$ cat src/rtl/bin_to_bcd_seq.sv
// Purpose : sequential binary-to-BCD converter (shift-and-add-3), one input bit per clock,
//           feeding a row of per-digit seven-segment decoders.
// Latency : start accepted at edge 0; bcd_out/done/display_write update at edge WIDTH+1.
// Backpr. : no queueing; start is only sampled while idle (busy low) and is dropped otherwise.
//
// Ports:
//   clk            rising-edge clock
//   rst_n          asynchronous active-low reset
//   start          conversion request, sampled only in IDLE
//   bin_in         unsigned binary value, captured on the accepting edge
//   busy           high while a conversion is in flight (SHIFT and DONE states)
//   done           one-cycle pulse, bcd_out has just been updated
//   display_write  copy of done, fans out to every decoder's displayWrite
//   bcd_out        packed BCD, digit k in [4k+3:4k], held between conversions
//   overflow       (only with BIN_TO_BCD_OVERFLOW_EN) input exceeded 10^DIGITS-1
//
// Optional feature macro: BIN_TO_BCD_OVERFLOW_EN. When defined, out-of-range inputs
// saturate bcd_out to all nines and raise overflow. When undefined, results wrap
// modulo 10^DIGITS.

module bin_to_bcd_seq #(
    parameter int WIDTH  = 8,
    parameter int DIGITS = 3
) (
    input  logic                  clk,
    input  logic                  rst_n,
    input  logic                  start,
    input  logic [WIDTH-1:0]      bin_in,
    output logic                  busy,
    output logic                  done,
    output logic                  display_write,
`ifdef BIN_TO_BCD_OVERFLOW_EN
    output logic                  overflow,
`endif
    output logic [4*DIGITS-1:0]   bcd_out
);

    localparam int BW = 4 * DIGITS;
    localparam int CW = $clog2(WIDTH + 1);

    typedef enum logic [1:0] {
        S_IDLE  = 2'd0,
        S_SHIFT = 2'd1,
        S_DONE  = 2'd2
    } state_t;

    state_t                 state_q, state_d;
    logic [WIDTH-1:0]       shift_q, shift_d;
    logic [BW-1:0]          scratch_q, scratch_d;
    logic [CW-1:0]          cnt_q, cnt_d;
    logic [BW-1:0]          bcd_q;
    logic                   done_q;
    logic                   publish;
    logic [BW-1:0]          adj;
    logic [BW+WIDTH-1:0]    cat_shl;
    logic [BW-1:0]          result;

    // Pre-shift correction: any digit >= 5 would become >= 10 after doubling,
    // so bump it by 3 so the doubling carries cleanly into the next nibble.
    function automatic logic [BW-1:0] add3(input logic [BW-1:0] s);
        logic [BW-1:0] r;
        r = s;
        for (int k = 0; k < DIGITS; k++) begin
            if (s[4*k +: 4] >= 4'd5) begin
                r[4*k +: 4] = s[4*k +: 4] + 4'd3;
            end
        end
        return r;
    endfunction

`ifdef BIN_TO_BCD_OVERFLOW_EN
    function automatic longint unsigned pow10(input int n);
        longint unsigned p;
        p = 1;
        for (int i = 0; i < n; i++) begin
            p = p * 10;
        end
        return p;
    endfunction

    localparam longint unsigned BCD_MAX = pow10(DIGITS) - 1;

    logic ovf_pend_q, ovf_pend_d;
    logic overflow_q;

    assign result = ovf_pend_q ? {DIGITS{4'h9}} : scratch_q;
`else
    assign result = scratch_q;
`endif

    always_comb begin
        state_d   = state_q;
        shift_d   = shift_q;
        scratch_d = scratch_q;
        cnt_d     = cnt_q;
        publish   = 1'b0;
        adj       = add3(scratch_q);
        // Scratch and shift register behave as one long register; the scratch
        // MSB falls off the top, which is what makes narrow outputs wrap mod 10^DIGITS.
        cat_shl   = {adj, shift_q} << 1;
`ifdef BIN_TO_BCD_OVERFLOW_EN
        ovf_pend_d = ovf_pend_q;
`endif
        case (state_q)
            S_IDLE: begin
                if (start) begin
                    shift_d   = bin_in;
                    scratch_d = '0;
                    cnt_d     = CW'(WIDTH);
`ifdef BIN_TO_BCD_OVERFLOW_EN
                    ovf_pend_d = (64'(bin_in) > BCD_MAX);
`endif
                    state_d   = S_SHIFT;
                end
            end
            S_SHIFT: begin
                scratch_d = cat_shl[BW+WIDTH-1 -: BW];
                shift_d   = cat_shl[WIDTH-1:0];
                cnt_d     = cnt_q - CW'(1);
                if (cnt_q == CW'(1)) begin
                    state_d = S_DONE;
                end
            end
            S_DONE: begin
                // Scratch is final here; the result is published as control
                // returns to IDLE, so a held start can be accepted on the very next edge.
                publish = 1'b1;
                state_d = S_IDLE;
            end
            default: begin
                state_d = S_IDLE;
            end
        endcase
    end

    always_ff @(posedge clk or negedge rst_n) begin
        if (!rst_n) begin
            state_q   <= S_IDLE;
            shift_q   <= '0;
            scratch_q <= '0;
            cnt_q     <= '0;
            bcd_q     <= '0;
            done_q    <= 1'b0;
        end else begin
            state_q   <= state_d;
            shift_q   <= shift_d;
            scratch_q <= scratch_d;
            cnt_q     <= cnt_d;
            done_q    <= publish;
            if (publish) begin
                bcd_q <= result;
            end
        end
    end

`ifdef BIN_TO_BCD_OVERFLOW_EN
    always_ff @(posedge clk or negedge rst_n) begin
        if (!rst_n) begin
            ovf_pend_q <= 1'b0;
            overflow_q <= 1'b0;
        end else begin
            ovf_pend_q <= ovf_pend_d;
            if (publish) begin
                overflow_q <= ovf_pend_q;
            end
        end
    end

    assign overflow = overflow_q;
`endif

    assign busy          = (state_q != S_IDLE);
    assign done          = done_q;
    assign display_write = done_q;
    assign bcd_out       = bcd_q;

endmodule

$ cat config.mk
export PLATFORM = sky130hd
export DESIGN_NAME = bin_to_bcd_seq
export DESIGN_NICKNAME = d
export VERILOG_FILES = /design/src/rtl/bin_to_bcd_seq.sv
export SDC_FILE = /design/constraint.sdc
export NUM_CORES = 1
export LEC_CHECK = 0
export CORE_UTILIZATION = 29
export CTS_BUF_LIST = sky130_fd_sc_hd__clkbuf_4 sky130_fd_sc_hd__clkbuf_8
export CTS_CLUSTER_DIAMETER = 50
export DETAILED_ROUTE_END_ITERATION = 10
export SLEW_MARGIN = 20
export SYNTH_ARGS = -nofsm -noshare
export SYNTH_HDL_FRONTEND = slang
export SYNTH_SLANG_ARGS = --single-unit
$ cat constraint.sdc
create_clock -name clk -period 3.2 [get_ports clk]
set_input_delay 0.48 -clock clk [delete_from_list [all_inputs] [get_ports clk]]
set_output_delay 0.48 -clock clk [all_outputs]
set_load 0.02 [all_outputs]
==> flow_metrics.env, run 1 <==
export IMPL_status="finished, final reports clean"
export IMPL_first_pass_iters=4
export IMPL_async_reset_ff_share_pct=100
export IMPL_floorplan_rows=29
export IMPL_clkTransAtPathRegs_ps=80
export IMPL_clk_latency_ps=290
export IMPL_drc=0
export IMPL_crit_type="reg -> out"
export IMPL_endpoint_kind="output port"
export IMPL_yosysTopAreaCell="dfrtp_1"
export IMPL_synth_avg_cell_area_um2=10.1
export IMPL_crit_path_max_fanout=17
export IMPL_grt_setup_unrepaired="no"
export IMPL_die_area_mm2=0.00697
export IMPL_via_count=1423
export IMPL_slew_headroom_pct=42.8
export IMPL_synth_area_mm2=0.00192
export IMPL_fin_tns_setup_ps=0
export IMPL_cts_sink_count=39
export IMPL_start_util_pct=30.1
export IMPL_fp_coreArea_mm2=0.00639
export IMPL_syn_nets=210
export IMPL_hold_viol=0
export IMPL_clockBufferDepth=2
export IMPL_wirelength_um=3600
export IMPL_n_fill_cell=626
export IMPL_syn2layout_area_growth_pct=20.3
export IMPL_dpl_worst_slack_ps=1100
export IMPL_ys_types=33
export IMPL_cap_violations=0
export IMPL_tightest_slew_ps=858
export IMPL_ctsHoldBuffers=0
export IMPL_min_period_ps=2260
export IMPL_place_gp_congestion=0.697
export IMPL_grt_pass1_vias=1351
export IMPL_yosysWarnings=0
export IMPL_arrival_ps=1780
export IMPL_wire_per_inst_um=12.4
export IMPL_cts_root_buf="clkbuf_8"
export IMPL_period_share_pct=70.5
export IMPL_antenna_found_initial=0
export IMPL_power_density_mw_per_mm2=954
export IMPL_worstPathRequired_ps=2720
export IMPL_cts_tree="done"
export IMPL_ctsResizeCount=0
export IMPL_setup_violations_final=0
export IMPL_synth_ff_type="dfrtp_1"
export IMPL_final_layout_size_suffix_gt1_share_pct=6.57
export IMPL_grt_util_all_layers_pct=11.3
export IMPL_layout_setup_ws_ps=943
export IMPL_grt_pass1_wl_um=6240
export IMPL_routed_via_density=4.91
export IMPL_die_x_um=83.5
export IMPL_fmax_ghz=0.443
export IMPL_grt_max_degree=40
export IMPL_synth_cells=191
export IMPL_numPortBuffers=25
export IMPL_die_h_um=83.5
export IMPL_finClkSkew_ps=7.86
export IMPL_synthTopCellsByArea="dfrtp_1 51%, o21ai_0 6.2%, ha_1 5.2%, nand2_1 4.1%, nor2b_1 3.9%"
export IMPL_drv_slew=0
export IMPL_overflow=0
export IMPL_hold_path_class="in -> async"
export IMPL_n_antenna_cell=0
export IMPL_startpoint_type="register"
export IMPL_peakVddDrop_mv=0.405
export IMPL_postRouteAntennaNets=0
export IMPL_post_cts_setup_buffers=0
export IMPL_io_pins=26
export IMPL_yosysSeqAreaShare_pct=50.7
export IMPL_cts_buffers=5
export IMPL_synth_edf_count=0
export IMPL_synth_top_area_share_pct=50.7
export IMPL_ys_ff_latch=39
export IMPL_h_tree_depth=2
export IMPL_drt_iter0_drc=93
export IMPL_fin_nets=231
export IMPL_dp_hpwl_um=2470
export IMPL_p_leak_nw=0.997
[sequential cells by signal (all words and copies together), names as in the netlist]
name / cells
bcd_out: 12
cnt_q: 4
display_write: 1
result: 12
shift_q: 8
state_q: 2
[where the power goes]
group          switching, mW  leakage, nW  internal, mW  total [mW]
Combinational          0.505        0.428         0.444       0.948
Clock                  0.176       0.0581         0.232       0.408
Sequential             0.163        0.510         0.689       0.852
[kinds of logic after synthesis]
group           count (synthesis)  synth area share (%)
fa+ha+maj                       8                  5.20
compound gates                 68                  23.4
flops                          39                  50.7
mux                             2                  1.11
buf+inv                        26                  6.24
simple gates                   46                  12.4
xor+xnor                        2                 0.910
[critical path: stages, from the launching register on]
cell and delay (ps):
dfrtp_1 690, or2_2 200, clkdlybuf4s50_1 590
[final cells by class]
type                       instances  area [um^2]  share of cell area (%)
timing repair buffer              25          245                    10.6
clock inverter                     3         43.8                    1.89
multi-input combinational        126          828                    35.8
sequential                        39          976                    42.2
clock buffer                       5         68.8                    2.97
tap                               77         96.3                    4.16
inverter                          15         56.3                    2.43
[worst paths after layout]
check                           startpoint     endpoint  slack [ps]  cells after the start
worst min register to register  bcd_out[8]   bcd_out[8]         480                      2
worst max register to register  state_q[1]   bcd_out[7]        1530                      3
min in group clk                bcd_out[8]   bcd_out[8]         480                      2
max in group asynchronous            rst_n    result[5]        2370                      1
worst min-delay path                 rst_n  bcd_out[11]         290                      1
worst max-delay path            state_q[1]         busy         940                      2
[synthesized netlist by cell type, drive strengths merged (2+ instances only)]
| cell | n |
|---|---|
| o211ai | 3 |
| o32ai | 2 |
| o2111ai | 6 |
| xnor2 | 2 |
| a22oi | 7 |
| o221ai | 3 |
| o21a | 3 |
| dfrtp | 39 |
| nand2 | 21 |
| nand2b | 5 |
| a21oi | 9 |
| a32o | 3 |
| nor2b | 13 |
| ha | 8 |
| o21ai | 24 |
| o31ai | 3 |
| buf | 10 |
| nor2 | 3 |
| inv | 15 |
[stage by stage]
stage               util, %  cells  power, mW  area (um^2)  hold slack [ps]
global placement       34.5    282       1.80         2200              462
CTS                    36.2    290       2.23         2310              329
finish                 36.2    290       2.21         2310              287
global route           36.2    290       2.39         2310              361
floorplan                 -    191       1.54         1920              184
detailed placement     34.5    282       1.82         2200              470
[placed cells by master, fill, tap and decap left out, drive strengths merged, types with 6 or more instances in the layout]
cell type / count
clkdlybuf4s50: 24
o21ai: 24
a21oi: 9
ha: 8
a22oi: 7
dfrtp: 39
o2111ai: 6
nand2: 21
inv: 15
nor2b: 13
[per-layer routing]
layer / track usage (%) / wire (um)
met5: 0 / 0
met4: 4.31 / 23
met3: 3.26 / 111
met2: 18.7 / 1710
met1: 13.9 / 1760
(Power assumes the default switching activity.)
==> run 2: changes to the inputs <==
==> constraint.sdc (replaced) <==
create_clock -name clk -period 2 [get_ports clk]
set_input_delay 0.3 -clock clk [delete_from_list [all_inputs] [get_ports clk]]
set_output_delay 0.3 -clock clk [all_outputs]
set_load 0.02 [all_outputs]
==> run 2 against run 1 <==
- wire length up 11%
- setup slack got worse by 740 ps
- clock-buffer cell count increased by 1
- first-iteration DRC count down 23%
- core utilization rose by 0.67 points
- die area is the same
- clock skew fell by 4.7 ps
- clock power grew 65%
- critical path depth is the same
==> flow_metrics.env, run 2 (same netlist as run 1, synthesis figures left out) <==
export IMPL_dp_cells=287
export IMPL_numPortBuffers=25
export IMPL_floorplan_rows=29
export IMPL_period_share_pct=89.8
export IMPL_routed_via_density=5.01
export IMPL_final_layout_size_suffix_gt1_share_pct=8.72
export IMPL_grt_max_degree=40
export IMPL_fin_nets=236
export IMPL_grt_setup_unrepaired="no"
export IMPL_ctsHoldBuffers=0
export IMPL_drt_iter0_drc=72
export IMPL_cts_sink_count=39
export IMPL_h_tree_depth=2
export IMPL_grt_util_all_layers_pct=12.3
export IMPL_clk_latency_ps=290
export IMPL_clockBufferDepth=2
export IMPL_worstPathRequired_ps=1700
export IMPL_layout_setup_ws_ps=204
export IMPL_cap_violations=0
export IMPL_status="finished, final reports clean"
export IMPL_startpoint_type="register"
export IMPL_drv_slew=0
export IMPL_grt_pass1_wl_um=6910
export IMPL_cts_tree="done"
export IMPL_hold_path_class="in -> async"
export IMPL_grt_pass1_vias=1437
export IMPL_finClkSkew_ps=3.19
export IMPL_n_fill_cell=642
export IMPL_n_antenna_cell=0
export IMPL_via_count=1477
export IMPL_endpoint_kind="output port"
export IMPL_start_util_pct=30.1
export IMPL_post_cts_setup_buffers=0
export IMPL_overflow=0
export IMPL_arrival_ps=1500
export IMPL_fin_cells=295
export IMPL_drc=0
export IMPL_die_area_mm2=0.00697
export IMPL_layout_common_cells="39 x dfrtp_1, 24 x o21ai_0, 24 x clkdlybuf4s50_1"
export IMPL_antenna_found_initial=0
export IMPL_ctsResizeCount=0
export IMPL_dpl_worst_slack_ps=266
export IMPL_fp_coreArea_mm2=0.00639
export IMPL_dp_hpwl_um=2710
export IMPL_crit_path_max_fanout=2
export IMPL_p_leak_nw=1.02
export IMPL_wirelength_um=4010
export IMPL_wire_per_inst_um=13.6
export IMPL_postRouteAntennaNets=0
export IMPL_first_pass_iters=4
export IMPL_fmax_ghz=0.557
export IMPL_min_period_ps=1800
export IMPL_die_h_um=83.5
export IMPL_whs_ps=53.7
export IMPL_syn2layout_area_growth_pct=22.5
export IMPL_cts_buffers=5
export IMPL_setup_violations_final=0
export IMPL_final_common_cell="dfrtp_1"
export IMPL_place_gp_congestion=0.729
export IMPL_hold_viol=0
export IMPL_slew_headroom_pct=49.4
export IMPL_power_density_mw_per_mm2=1540
export IMPL_die_x_um=83.5
export IMPL_io_pins=26
export IMPL_peakVddDrop_mv=0.606
export IMPL_cts_root_buf="clkbuf_8"
export IMPL_tightest_slew_ps=759
export IMPL_clkTransAtPathRegs_ps=70
export IMPL_reg2reg_setup_slack_ps=500
export IMPL_fin_tns_setup_ps=0
export IMPL_crit_type="reg -> out"
==> run 2: cell types whose count changed in the layout (fill, tap and decap cells not counted) <==
| cell | previous run | this run |
|---|---|---|
| buf_4 | 0 | 5 |
| clkinv_4 | 1 | 0 |
| clkbuf_8 | 5 | 6 |
==> run 2: layout make-up <==
| type | instances | area, um^2 | area share, % |
|---|---|---|---|
| sequential | 39 | 976 | 41.4 |
| multi-input combinational | 126 | 828 | 35.1 |
| timing repair buffer | 30 | 283 | 12.0 |
| tap | 77 | 96.3 | 4.09 |
| clock buffer | 6 | 82.6 | 3.50 |
| inverter | 15 | 56.3 | 2.39 |
| clock inverter | 2 | 35.0 | 1.49 |
==> run 2: worst paths after layout <==
kind,start,endpoint,cells after the start
worst max register to register,state_q[0],bcd_out[0],4
worst min-delay path,rst_n,result[9],2
worst min register to register,bcd_out[11],bcd_out[11],2
min in group clk,bcd_out[11],bcd_out[11],2
worst max-delay path,state_q[0],busy,2
max in group asynchronous,rst_n,shift_q[3],2
==> run 2: routing by layer <==
| metal | GRT usage (%) | vias up | share of wire (%) |
|---|---|---|---|
| li1 | - | 725 | - |
| met1 | 15.7 | 721 | 50 |
| met2 | 20.1 | 26 | 46 |
| met3 | 2.87 | 5 | 2.9 |
| met4 | 5.08 | 0 | 1.2 |
| met5 | 0 | - | 0 |
==> run 2: worst max-delay path, stage by stage, from the launching register on <==
cell             delay, ps
dfrtp_1                370
or2_2                  300
clkdlybuf4s50_1        540
==> run 2: stage by stage <==
step	power [mW]	instance area (um^2)	utilization (%)
floorplan	2.46	1920	-
global placement	2.93	2240	35.1
detailed placement	2.97	2240	35.1
CTS	3.66	2360	36.9
global route	3.93	2360	36.9
finish	3.62	2360	36.9
==> run 2: power by group <==
group / total (mW) / internal (mW) / switching, mW
registers: 1.33 / 1.10 / 0.231
clock network: 0.672 / 0.404 / 0.269
logic: 1.62 / 0.738 / 0.878
==> run 3: changes to the inputs <==
--- a/config.mk
+++ b/config.mk
@@ -7,7 +7,7 @@
 export LEC_CHECK = 0
 export CORE_UTILIZATION = 29
 export CTS_BUF_LIST = sky130_fd_sc_hd__clkbuf_4 sky130_fd_sc_hd__clkbuf_8
-export CTS_CLUSTER_DIAMETER = 50
+export CTS_CLUSTER_DIAMETER = 60
 export DETAILED_ROUTE_END_ITERATION = 10
 export SLEW_MARGIN = 20
 export SYNTH_ARGS = -nofsm -noshare
==> results of run 3 <==
No change in the layout: final DEF, timing and power equal those of run 2.
